`src/rtl/uart_tx_fifo_drain_pkg.sv`:
```
// Shared definitions for the UART TX FIFO drain: state encoding, line levels,
// default sizing and a small width helper.
package uart_tx_fifo_drain_pkg;

    // Default sizing: 100 MHz clock at 115200 baud, byte-wide FIFO.
    localparam int DEFAULT_CLKS_PER_BIT = 868;
    localparam int DEFAULT_WIDTH        = 8;

    // UART line levels: idle/stop is mark (1), start is space (0).
    localparam logic LINE_MARK  = 1'b1;
    localparam logic LINE_SPACE = 1'b0;

    // Frame state encoding, in the order a frame walks through them.
    localparam logic [2:0] ST_IDLE  = 3'd0;
    localparam logic [2:0] ST_FETCH = 3'd1;
    localparam logic [2:0] ST_WAIT  = 3'd2;
    localparam logic [2:0] ST_START = 3'd3;
    localparam logic [2:0] ST_DATA  = 3'd4;
    localparam logic [2:0] ST_STOP  = 3'd5;

    typedef enum logic [2:0] {
        S_IDLE  = ST_IDLE,
        S_FETCH = ST_FETCH,
        S_WAIT  = ST_WAIT,
        S_START = ST_START,
        S_DATA  = ST_DATA,
        S_STOP  = ST_STOP
    } state_e;

    // Counter width for a range of n values; never below one bit so that
    // degenerate sizes still produce a legal vector.
    function automatic int clog2_min1(input int n);
        int w;
        w = $clog2(n);
        return (w < 1) ? 1 : w;
    endfunction

    // True for the states in which a frame is driving the line.
    function automatic logic is_on_line(input state_e s);
        return (s == S_START) || (s == S_DATA) || (s == S_STOP);
    endfunction

endpackage

```
`src/rtl/uart_tx_fifo_drain_if.sv`:
```
// Read-side handshake between the TX FIFO and the drain block. The drain is
// the master (it issues pops); the FIFO is the slave (it returns words).
interface uart_tx_fifo_drain_if
    import uart_tx_fifo_drain_pkg::*;
#(
    parameter int WIDTH = DEFAULT_WIDTH
);

    logic             fifo_read_enable;  // one-cycle pop request
    logic [WIDTH-1:0] fifo_read_data;    // popped word, meaningful with fifo_valid
    logic             fifo_valid;        // cycle after a pop, iff FIFO was non-empty

    modport master (
        output fifo_read_enable,
        input  fifo_read_data,
        input  fifo_valid
    );

    modport slave (
        input  fifo_read_enable,
        output fifo_read_data,
        output fifo_valid
    );

endinterface

```
`src/rtl/uart_tx_fifo_drain_baud_counter.sv`:
```
// Bit-period counter: counts 0..CLKS_PER_BIT-1 and wraps. The owner clears it
// on every state entry so each bit period starts from zero. tick marks the
// last cycle of a bit period; pre_tick marks the cycle before it, which lets
// the owner register a pulse that lands exactly on that last cycle.
module uart_tx_fifo_drain_baud_counter
    import uart_tx_fifo_drain_pkg::*;
#(
    parameter int CLKS_PER_BIT = DEFAULT_CLKS_PER_BIT
) (
    input  logic clk,
    input  logic reset,
    input  logic clear,
    output logic tick,
    output logic pre_tick
);

    localparam int            CW       = clog2_min1(CLKS_PER_BIT);
    localparam logic [CW-1:0] LAST     = CW'(CLKS_PER_BIT - 1);
    localparam logic [CW-1:0] PRE_LAST = CW'(CLKS_PER_BIT - 2);

    logic [CW-1:0] count_q;
    logic [CW-1:0] count_d;

    // Next count: restart on clear or at the end of a bit period, else advance.
    always_comb begin
        // NOTE: every always_comb output gets a default first so no path leaves
        // it unassigned; an unassigned path would infer a latch.
        count_d = count_q;
        if (clear || (count_q == LAST)) begin
            count_d = '0;
        end else begin
            count_d = count_q + 1'b1;
        end
    end

    // Count register with synchronous reset.
    always_ff @(posedge clk) begin
        // NOTE: state registers use non-blocking assignment so every flop
        // samples the pre-edge values of the others, independent of order.
        if (reset) begin
            count_q <= '0;
        end else begin
            count_q <= count_d;
        end
    end

    assign tick     = (count_q == LAST);
    assign pre_tick = (count_q == PRE_LAST);

endmodule

```
`src/rtl/uart_tx_fifo_drain.sv`:
```
// Drains the TX FIFO onto a UART line. While enabled, it pops one word at a
// time (read pulse, then the FIFO's valid in the following cycle) and sends it
// as 1 start bit, WIDTH data bits LSB first and 1 stop bit, no parity.
// An empty FIFO simply sends the FSM back to IDLE, so with enable held high
// the block polls every three cycles while the line stays at mark.
// All outputs come straight from flops.
module uart_tx_fifo_drain
    import uart_tx_fifo_drain_pkg::*;
#(
    parameter int CLKS_PER_BIT = DEFAULT_CLKS_PER_BIT,  // must be >= 2
    parameter int WIDTH        = DEFAULT_WIDTH
) (
    input  logic                        clk,
    input  logic                        reset,
    input  logic                        enable,
    uart_tx_fifo_drain_if.master        fifo,
    output logic                        tx,
    output logic                        busy,
    output logic                        frame_done
);

    localparam int            IW       = clog2_min1(WIDTH);
    localparam logic [IW-1:0] LAST_BIT = IW'(WIDTH - 1);

    state_e           state_q,      state_d;
    logic [WIDTH-1:0] shift_q,      shift_d;
    logic [IW-1:0]    bit_idx_q,    bit_idx_d;
    logic             tx_q,         tx_d;
    logic             rd_en_q,      rd_en_d;
    logic             busy_q,       busy_d;
    logic             frame_done_q, frame_done_d;

    logic baud_clear;
    logic baud_tick;
    logic baud_pre_tick;

    uart_tx_fifo_drain_baud_counter #(
        .CLKS_PER_BIT (CLKS_PER_BIT)
    ) u_baud (
        .clk      (clk),
        .reset    (reset),
        .clear    (baud_clear),
        .tick     (baud_tick),
        .pre_tick (baud_pre_tick)
    );

    // Next-state, shift register and bit index for the frame sequencer.
    always_comb begin
        state_d   = state_q;
        shift_d   = shift_q;
        bit_idx_d = bit_idx_q;

        case (state_q)
            S_IDLE: begin
                // enable is only looked at here, so dropping it mid-frame
                // lets the current frame finish.
                if (enable) begin
                    state_d = S_FETCH;
                end
            end

            S_FETCH: begin
                // The pop pulse is issued in this cycle; the answer arrives next.
                state_d = S_WAIT;
            end

            S_WAIT: begin
                // Only here is fifo_valid honoured; strays elsewhere are ignored.
                if (fifo.fifo_valid) begin
                    shift_d = fifo.fifo_read_data;
                    state_d = S_START;
                end else begin
                    state_d = S_IDLE;
                end
            end

            S_START: begin
                if (baud_tick) begin
                    bit_idx_d = '0;
                    state_d   = S_DATA;
                end
            end

            S_DATA: begin
                if (baud_tick) begin
                    shift_d = shift_q >> 1;
                    if (bit_idx_q == LAST_BIT) begin
                        state_d = S_STOP;
                    end else begin
                        bit_idx_d = bit_idx_q + 1'b1;
                    end
                end
            end

            S_STOP: begin
                if (baud_tick) begin
                    state_d = S_IDLE;
                end
            end

            default: begin
                state_d = S_IDLE;
            end
        endcase
    end

    // Baud counter control: restart on every state entry and hold at zero
    // outside the on-line states.
    always_comb begin
        baud_clear = (state_d != state_q) || !is_on_line(state_q);
    end

    // Output decode from the next state, so the registered outputs line up
    // with the state register cycle for cycle.
    always_comb begin
        tx_d = LINE_MARK;
        case (state_d)
            S_START: tx_d = LINE_SPACE;
            S_DATA:  tx_d = shift_d[0];
            default: tx_d = LINE_MARK;
        endcase

        rd_en_d = (state_d == S_FETCH);
        busy_d  = is_on_line(state_d);

        // pre_tick in STOP means the next cycle is the last one of the frame.
        frame_done_d = (state_q == S_STOP) && baud_pre_tick;
    end

    // State, datapath and output registers; reset aborts any frame in flight.
    always_ff @(posedge clk) begin
        if (reset) begin
            state_q      <= S_IDLE;
            shift_q      <= '0;
            bit_idx_q    <= '0;
            tx_q         <= LINE_MARK;
            rd_en_q      <= 1'b0;
            busy_q       <= 1'b0;
            frame_done_q <= 1'b0;
        end else begin
            state_q      <= state_d;
            shift_q      <= shift_d;
            bit_idx_q    <= bit_idx_d;
            tx_q         <= tx_d;
            rd_en_q      <= rd_en_d;
            busy_q       <= busy_d;
            frame_done_q <= frame_done_d;
        end
    end

    assign fifo.fifo_read_enable = rd_en_q;
    assign tx                    = tx_q;
    assign busy                  = busy_q;
    assign frame_done            = frame_done_q;

endmodule
```
`src/flat_wrapper.sv`:
```
// flat-port wrapper written by rule: the top's interface ports become plain ports
module uart_tx_fifo_drain_flat import uart_tx_fifo_drain_pkg::*;
#(
    parameter int CLKS_PER_BIT = DEFAULT_CLKS_PER_BIT,                 
    parameter int WIDTH        = DEFAULT_WIDTH
)
  (clk, reset, enable, tx, busy, frame_done, fifo_fifo_read_enable, fifo_fifo_read_data, fifo_fifo_valid);
  uart_tx_fifo_drain_if #(.WIDTH(WIDTH)) fifo_i ();
  input  logic clk;
  input  logic reset;
  input  logic enable;
  output logic tx;
  output logic busy;
  output logic frame_done;
  output wire logic [$bits(fifo_i.fifo_read_enable)-1:0] fifo_fifo_read_enable;
  input wire logic [$bits(fifo_i.fifo_read_data)-1:0] fifo_fifo_read_data;
  input wire logic [$bits(fifo_i.fifo_valid)-1:0] fifo_fifo_valid;
  assign fifo_fifo_read_enable = fifo_i.fifo_read_enable;
  assign fifo_i.fifo_read_data = fifo_fifo_read_data;
  assign fifo_i.fifo_valid = fifo_fifo_valid;
  uart_tx_fifo_drain #(.CLKS_PER_BIT(CLKS_PER_BIT), .WIDTH(WIDTH)) u_core (.clk(clk), .reset(reset), .enable(enable), .fifo(fifo_i), .tx(tx), .busy(busy), .frame_done(frame_done));
endmodule
```
`config.mk`:
```
export PLATFORM = sky130hd
export DESIGN_NAME = uart_tx_fifo_drain_flat
export DESIGN_NICKNAME = d
export VERILOG_FILES = /design/src/rtl/uart_tx_fifo_drain_pkg.sv /design/src/rtl/uart_tx_fifo_drain_if.sv /design/src/rtl/uart_tx_fifo_drain_baud_counter.sv /design/src/rtl/uart_tx_fifo_drain.sv /design/src/flat_wrapper.sv
export SDC_FILE = /design/constraint.sdc
export NUM_CORES = 1
export LEC_CHECK = 0
export ABC_CLOCK_PERIOD_IN_PS = 2850
export CAP_MARGIN = 20
export CELL_PAD_IN_SITES_DETAIL_PLACEMENT = 1
export CELL_PAD_IN_SITES_GLOBAL_PLACEMENT = 2
export CORE_UTILIZATION = 32
export DETAILED_ROUTE_END_ITERATION = 8
export PLACE_DENSITY = 0.84
export SLEW_MARGIN = 20
export SYNTH_ARGS = -nofsm -noshare
export SYNTH_HDL_FRONTEND = slang
export SYNTH_SLANG_ARGS = --single-unit
```
`constraint.sdc`:
```
create_clock -name clk -period 2.85 [get_ports clk]
set_clock_uncertainty 0.2 [all_clocks]
set_input_delay 0.4275 -clock clk [delete_from_list [all_inputs] [get_ports clk]]
set_output_delay 0.4275 -clock clk [all_outputs]
set_load 0.02 [all_outputs]
```
==> impl.org <==
** Die
- The die covers between 4000 and 5000 um2.
- Starting density of the core :: 34.41%
- I/O pin count :: 16
- The die is 65.68 um tall.
- Floorplan Core Area :: between 3000 and 4000 um2
- Number of rows in the core area :: 22
- Die X-Extent :: 65.68 um

** Clock network
- Maximum root-to-sink buffer count :: 2
- Num Clock Sinks :: 28
- Insertion delay of the later-clocked pin in the worst-skew pair :: 270 ps
- TritonCTS clock tree :: done
- CTS built an H-tree with a depth of 1.
- Clock-pin slew was measured on the worst setup and hold paths at 90 ps.
- Total setup buffers inserted after CTS :: 0
- Clock Tree Root :: sky130_fd_sc_hd__clkbuf_8
- The number of gates resized after CTS was 0.
- Hold repair after CTS inserted 0 buffers.
- Inserted Clock Buffers :: 3

** Final layout
- In the layout the commonest cells are sky130_fd_sc_hd__dfxtp_1, sky130_fd_sc_hd__nor2_1, sky130_fd_sc_hd__nand2_1.
- Counting the fill cells in the layout gives 445.
- Most common cell after layout, fill and taps aside :: sky130_fd_sc_hd__dfxtp_1
- Fraction of layout instances using a drive strength above 1 :: about 5.5%
- The area growth from synthesis to layout is 19.00%.
- Cell Count, Final, Fillers Out :: 212
- The repair_antennas step left the layout with diodes totalling 0.
- Post-layout net count :: about 180

** STA
- Minimum clock period after layout :: 2228 ps
- The worst path meets setup with 621.5 ps of slack.
- Worst-case headroom to the max-slew limit :: 67.13%
- Final hold violation count :: 0
- Setup repair after global routing left no endpoint under its margin.
- Setup violations remaining at the end of the flow were counted as 0.
- Of the available clock period, the critical path in the final layout requires between 70 and 80%.
- Static timing analysis puts the maximum clock frequency at 448.7 MHz.
- The count of pins over their slew limit came to 0.
- Worst-margin pin slew :: 493.0 ps
- Aggregate negative setup slack :: 0 ps

** Worst setup path
- Worst path buffer plus inverter count :: 0
- On the critical path, the stage with the largest delay is an instance of sky130_fd_sc_hd__dfxtp_1.
- Critical path type :: register to register
- Critical-path maximum fanout :: 8
- CP delay by family, top :: compound AO/OA/AOI/OAI gates
- Ordered cell list for the critical path :: ha_1 > nand3_1 > mux2_1 > a2111o_1 > a21o_1
- Worst setup EP type :: register
- The worst setup path is launched from a register.
- Data on the critical path is required at its endpoint by 2830 ps.
- Biggest cell delay along the critical path :: 410 ps
- Arrival time at the worst endpoint :: between 2000 and 2500 ps

** Power
- For this design the total switching power over the nets is 0.1581 mW.
- In this run switching power makes up 22.25% of total power.
- Cell internal power dissipation :: 0.5522 mW
- IR analysis of the VDD net gives a maximum drop of ~0.21 mV.
- Dividing total power by cell area gives a power density of 460.1 nW/um2.
- Relative contribution of sequential cells to total power :: 57.4%
- The clock network burns 34.8% of the power.
- Leakage power summed over all cells :: 0.5364 nW
- Combinational cells account for 7.8% of the total power.

** Routing
- WL final :: 3.089 mm
- For this block, the initial DRC count from the detailed router was 42.
- Count of unresolved DRC violations after routing :: 0
- Length of the first detailed-routing pass in iterations :: 4
- The detail route stage leaves a number of antenna-violating nets equal to 0.
- The routed layout has 1119 vias.
- Using the TritonRoute via totals, the vias-per-cell ratio works out to approximately 5.3.
- In the final routed layout, each cell accounts on average for between 10 and 15 um.

** Global routing
- After global routing the overflow that remains totals 0.
- Global routing used 15.96% of the available tracks.
- The initial antenna violation count came to 0.
- Via count of the first global-routing pass :: 1160
- Entering global routing, the biggest net connects 18 pins.
- The first global-routing pass estimated 5.326 mm of wire.

** Placed design
- In this run the tool buffered the top-level ports with 15 buffer cells.
- Pre-CTS WS :: roughly 600 ps
- Routability-driven placement finished with a final weighted congestion of ~0.8.
- Detailed placement finished with a half-perimeter wire length of 2.275 mm.
- Number of instances in the placed design :: 208

** Yosys
- The number of nets in the synthesized netlist is 168.
- YS warnings :: 0
- Cell count after synthesis :: 152
- The number of different library cells used by synthesis comes to 32.
- Register bit total from synthesis :: 28
- Average size of a mapped cell :: ~8.5 um2
- Proportion of synthesized chip area in sequential cells :: 43.20%
- Synthesized cell area :: 1297 um2

** Flow run
- Across the run, the number of max-cap violations was 0.

** Worst hold path
- In this run the worst hold path is classified as register to register.

** Outcome
- Outcome :: complete, no violations
-- through the flow --
stage	total power [mW]	utilization [%]	hold slack (ps)	instance area (um2)
6_report	0.7103	40.94	266.7	1544
4_1_cts	0.7194	40.94	269.5	1544
2_1_floorplan	0.4433	-	227.8	1297
3_3_place_gp	0.4709	39.48	241.4	1489
3_5_place_dp	0.4722	39.48	255.5	1489
5_1_grt	0.7332	40.94	291.3	1544
-- flip-flops by register name (all words and copies together), names as in the netlist --
signal / count
u_core.state_q: 3
u_core.u_baud.count_q: 10
u_core.busy: 1
u_core.bit_idx_q: 3
u_core.frame_done: 1
u_core.tx: 1
u_core.shift_q: 8
u_core.fifo.fifo_read_enable: 1
-- power groups by stage --
stage | sequential (mW) | clock (mW) | combinational [mW]
3_5_place_dp | 0.417 | 0 | 0.0555
5_1_grt | 0.409 | 0.263 | 0.0615
6_report | 0.408 | 0.247 | 0.0557
3_3_place_gp | 0.416 | 0 | 0.0547
2_1_floorplan | 0.414 | 0 | 0.0297
4_1_cts | 0.408 | 0.255 | 0.0563
-- cell type report --
type / instances / area (um2) / area share [%]
Multi-Input combinational cell: 113 / 695.7 / 45.06
Inverter: 2 / 7.507 / 0.4862
Timing Repair Buffer: 17 / 165.2 / 10.70
Tap cell: 48 / 60.06 / 3.890
Clock buffer: 4 / 55.05 / 3.566
Sequential cell: 28 / 560.5 / 36.30
-- per-layer routing --
| layer | track usage [%] | part of all wire [%] |
|---|---|---|
| met3 | 1.736 | 3.0 |
| met4 | 6.522 | 1.2 |
| met5 | 0 | 0 |
| met2 | 26.66 | 47 |
| met1 | 20.68 | 48 |
-- cells by family after synthesis --
family / after synthesis / share of synthesized area (%)
AOI/OAI and AO/OA: 35 / 17.16
muxes: 3 / 2.507
buffers and inverters: 11 / 3.182
adders and majority gates: 4 / 3.857
xor gates and xnor gates: 8 / 5.400
DFF: 28 / 43.20
and+or+nand+nor: 63 / 24.69
-- final timing paths --
kind	slack (ps)	cells after the start	endpoint	from
setup / recovery	620	5	u_core.tx	u_core.u_baud.count_q[0]
hold / removal	270	2	u_core.shift_q[5]	u_core.shift_q[5]
setup reg to reg	620	5	u_core.tx	u_core.u_baud.count_q[0]
hold reg to reg	270	2	u_core.shift_q[5]	u_core.shift_q[5]
-- worst register-to-register path: stages (launching register included) --
cell and delay, ps:
sky130_fd_sc_hd__dfxtp_1 410, sky130_fd_sc_hd__ha_1 360, sky130_fd_sc_hd__nand3_1 200, sky130_fd_sc_hd__mux2_1 370
sky130_fd_sc_hd__a2111o_1 410, sky130_fd_sc_hd__a21o_1 180
-- synth_stat cells, drive strengths merged --
library cell,instances,area [um2]
a21o,2,15.01
and2,3,18.77
o2bb2ai,1,8.760
a32oi,1,8.760
mux2,2,22.52
nor3,1,5.000
nor3b,2,15.01
ha,4,50.05
inv,2,7.510
and3,5,31.28
nand4b,1,8.760
o211ai,1,7.510
nand3,5,25.02
dfxtp,28,560.5
a22oi,9,67.56
xor2,3,26.28
clkbuf,9,33.78
nand2,16,60.06
nor2,19,71.32
a21oi,13,65.06
or3,1,6.260
o21ai,6,30.03
a2111o,1,11.26
mux2i,1,10.01
a311oi,1,8.760
and4bb,2,25.02
xnor2,5,43.79
nand4,4,25.02
nor2b,3,18.77
nor4bb,1,10.01
No activity file was read; power rests on OpenSTA's default activity.
==> RTL edit (same flow settings) <==
Change the package constant `DEFAULT_WIDTH` from 8 to 10.
--- a/src/rtl/uart_tx_fifo_drain_pkg.sv
+++ b/src/rtl/uart_tx_fifo_drain_pkg.sv
@@ -5,5 +5,5 @@
     // Default sizing: 100 MHz clock at 115200 baud, byte-wide FIFO.
     localparam int DEFAULT_CLKS_PER_BIT = 868;
-    localparam int DEFAULT_WIDTH        = 8;
+    localparam int DEFAULT_WIDTH        = 10;
 
     // UART line levels: idle/stop is mark (1), start is space (0).
Interface: changed (resized fifo_fifo_read_data); port bits go from 16 to 18. The function was not compared with the original's and may differ.
==> RTL edit against the unedited design <==
  * Area after synthesis increased by 14%
  * Sequential cell count increased by 3
  * Largest power group unchanged
  * Wire length increased by 17%
  * Worst setup slack got worse by 0.021 ns
  * Count of clock-buffer cells in the layout increased by 2
  * Final area increased by 15%
  * Power increased by 22%
  * Fmax decreased by 0.95%
==> RTL edit: results (changes against the unedited design) <==
metric,value,unit,change
status,finished clean,,unchanged
end_kind,flop,,unchanged
num_antenna_cells,0,,unchanged
clk_pin_slew,0.06,ns,was 0.09 ns
post_cts_buffers,0,,unchanged
yosysWarnings,0,,unchanged
max-slew-margin-rel,48.5,%,was 67.1%
final_max_slew_viol_count,0,,unchanged
worst-endpoint-arrival,2.27,ns,was 2.20 ns
r2r_cells,4,,was 5
htreeDepth,2,,was 1
nets,205,,was 181
reg2reg_from,u_core.state_q[2],,was u_core.u_baud.count_q[0]
cts-root-buf,clkbuf_8,,unchanged
synth_area_leaders,"dfxtp_1 (42%), a21oi_1 (6.1%), nand3_1 (5.4%)",,"was dfxtp_1 (43%), nor2_1 (5.5%), a22oi_1 (5.2%)"
vias_per_cell,5.41,,was 5.28
grt_pass1_vias,1381,,"was 1,160"
yosys.cell_types.count,40,,was 32
grt_util_all_layers,16.4,%,was 16.0%
dp_hpwl,2.57,mm,was 2.27 mm
hp-class,flop to flop,,unchanged
grt_max_degree,18,,unchanged
synth-seq-area-share,41.9,%,was 43.2%
insertion_delay,0.28,ns,
drtIter0Drc,95,,was 42
synth_common_cells,"dfxtp_1 (31), a21oi_1 (18), nand3_1 (16), nor2_1 (16), nand2_1 (9)",,"was dfxtp_1 (28), nor2_1 (19), nand2_1 (16)"
setup_tns,0,ns,unchanged
routabilityCongestion,0.795,,was 0.813
crit_start,u_core.state_q[2],,was u_core.u_baud.count_q[0]
reg_top3,"u_core.shift_q (10), u_core.u_baud.count_q (10), u_core.bit_idx_q (4)",,"was u_core.u_baud.count_q (10), u_core.shift_q (8)"
r2r-end,u_core.bit_idx_q[0],,was u_core.tx
cts_resized,0,,unchanged
worst-path-max-fanout,11,,was 8
peakVddDrop,380,uV,was 208 uV
p_leak,0.559,nW,was 0.536 nW
cts_buffers,5,,was 3
port_buffers,17,,was 15
grt_pass1_wl,6.33,mm,was 5.33 mm
syn-num-nets,190,,was 168
firstDrtPassIters,4,,unchanged
r2r_slack,0.60,ns,was 0.62 ns
antenna_found_initial,0,,unchanged
clk_path_buf_depth,2,,unchanged
avgRoutedWirePerCell,15.1,um,was 14.6 um
drive_above_1_share,6.95,%,was 5.49%
## RTL edit: through the flow
| step | worst slack, ns | area (sq um) | instances | hold slack (ns) | power (mW) |
|---|---|---|---|---|---|
| floorplan | 0.942 | 1480 | 172 | 0.241 | 0.496 |
| global placement | 0.728 | 1680 | 232 | 0.257 | 0.527 |
| detailed placement | 0.650 | 1680 | 232 | 0.264 | 0.530 |
| CTS | 0.603 | 1770 | 239 | 0.273 | 0.879 |
| global route | 0.418 | 1770 | 239 | 0.293 | 0.913 |
| finish | 0.600 | 1770 | 239 | 0.269 | 0.869 |
## RTL edit: worst min path at each step
stage          cells past startpoint                        to  slack [ns]                     start
2_1_floorplan                      1  u_core.u_baud.count_q[0]        0.24  u_core.u_baud.count_q[0]
5_1_grt                            2         u_core.shift_q[9]        0.29         u_core.shift_q[9]
4_1_cts                            2         u_core.shift_q[5]        0.27         u_core.shift_q[5]
6_report                           2         u_core.shift_q[5]        0.27         u_core.shift_q[5]
3_5_place_dp                       2         u_core.shift_q[9]        0.26         u_core.shift_q[9]
3_3_place_gp                       2         u_core.shift_q[2]        0.26         u_core.shift_q[2]
## RTL edit: layout make-up
type | count | area, sq um
timing repair buffer | 20 | 193
inverter | 7 | 26.3
multi-input combinational | 122 | 777
clock inverter | 1 | 5.00
clock buffer | 6 | 82.6
tap | 52 | 65.1
fill | 527 | 2650
sequential | 31 | 621
## RTL edit: routing by layer
metal,up-vias,track usage (%),share of wire [%]
met5,-,0,0
met4,0,6.44,1.2
met3,5,5.34,3.5
met2,21,26.9,47
met1,614,19.7,49
li1,652,-,-
## RTL edit: worst max-delay path, cell delays in order (launching register included)
cell     delay [ns]
dfxtp_1        0.50
nor3b_1        0.43
nand4_1        0.47
or3_1          0.46
a21oi_1        0.13
## RTL edit: power by group
part,total (mW),internal (mW),switching (mW),leakage [nW]
combinational,0.0669,0.0366,0.0304,0.261
clock,0.349,0.189,0.160,0.0470
sequential,0.453,0.443,0.0100,0.251
## RTL edit: kinds of logic after synthesis
| family | count (synthesis) | synth area share (%) |
|---|---|---|
| and+or+nand+nor | 68 | 26.7 |
| AOI/OAI and AO/OA | 42 | 17.7 |
| DFF | 31 | 41.9 |
| buffers and inverters | 19 | 5.58 |
| xor gates and xnor gates | 8 | 4.73 |
| adders and majority gates | 4 | 3.38 |
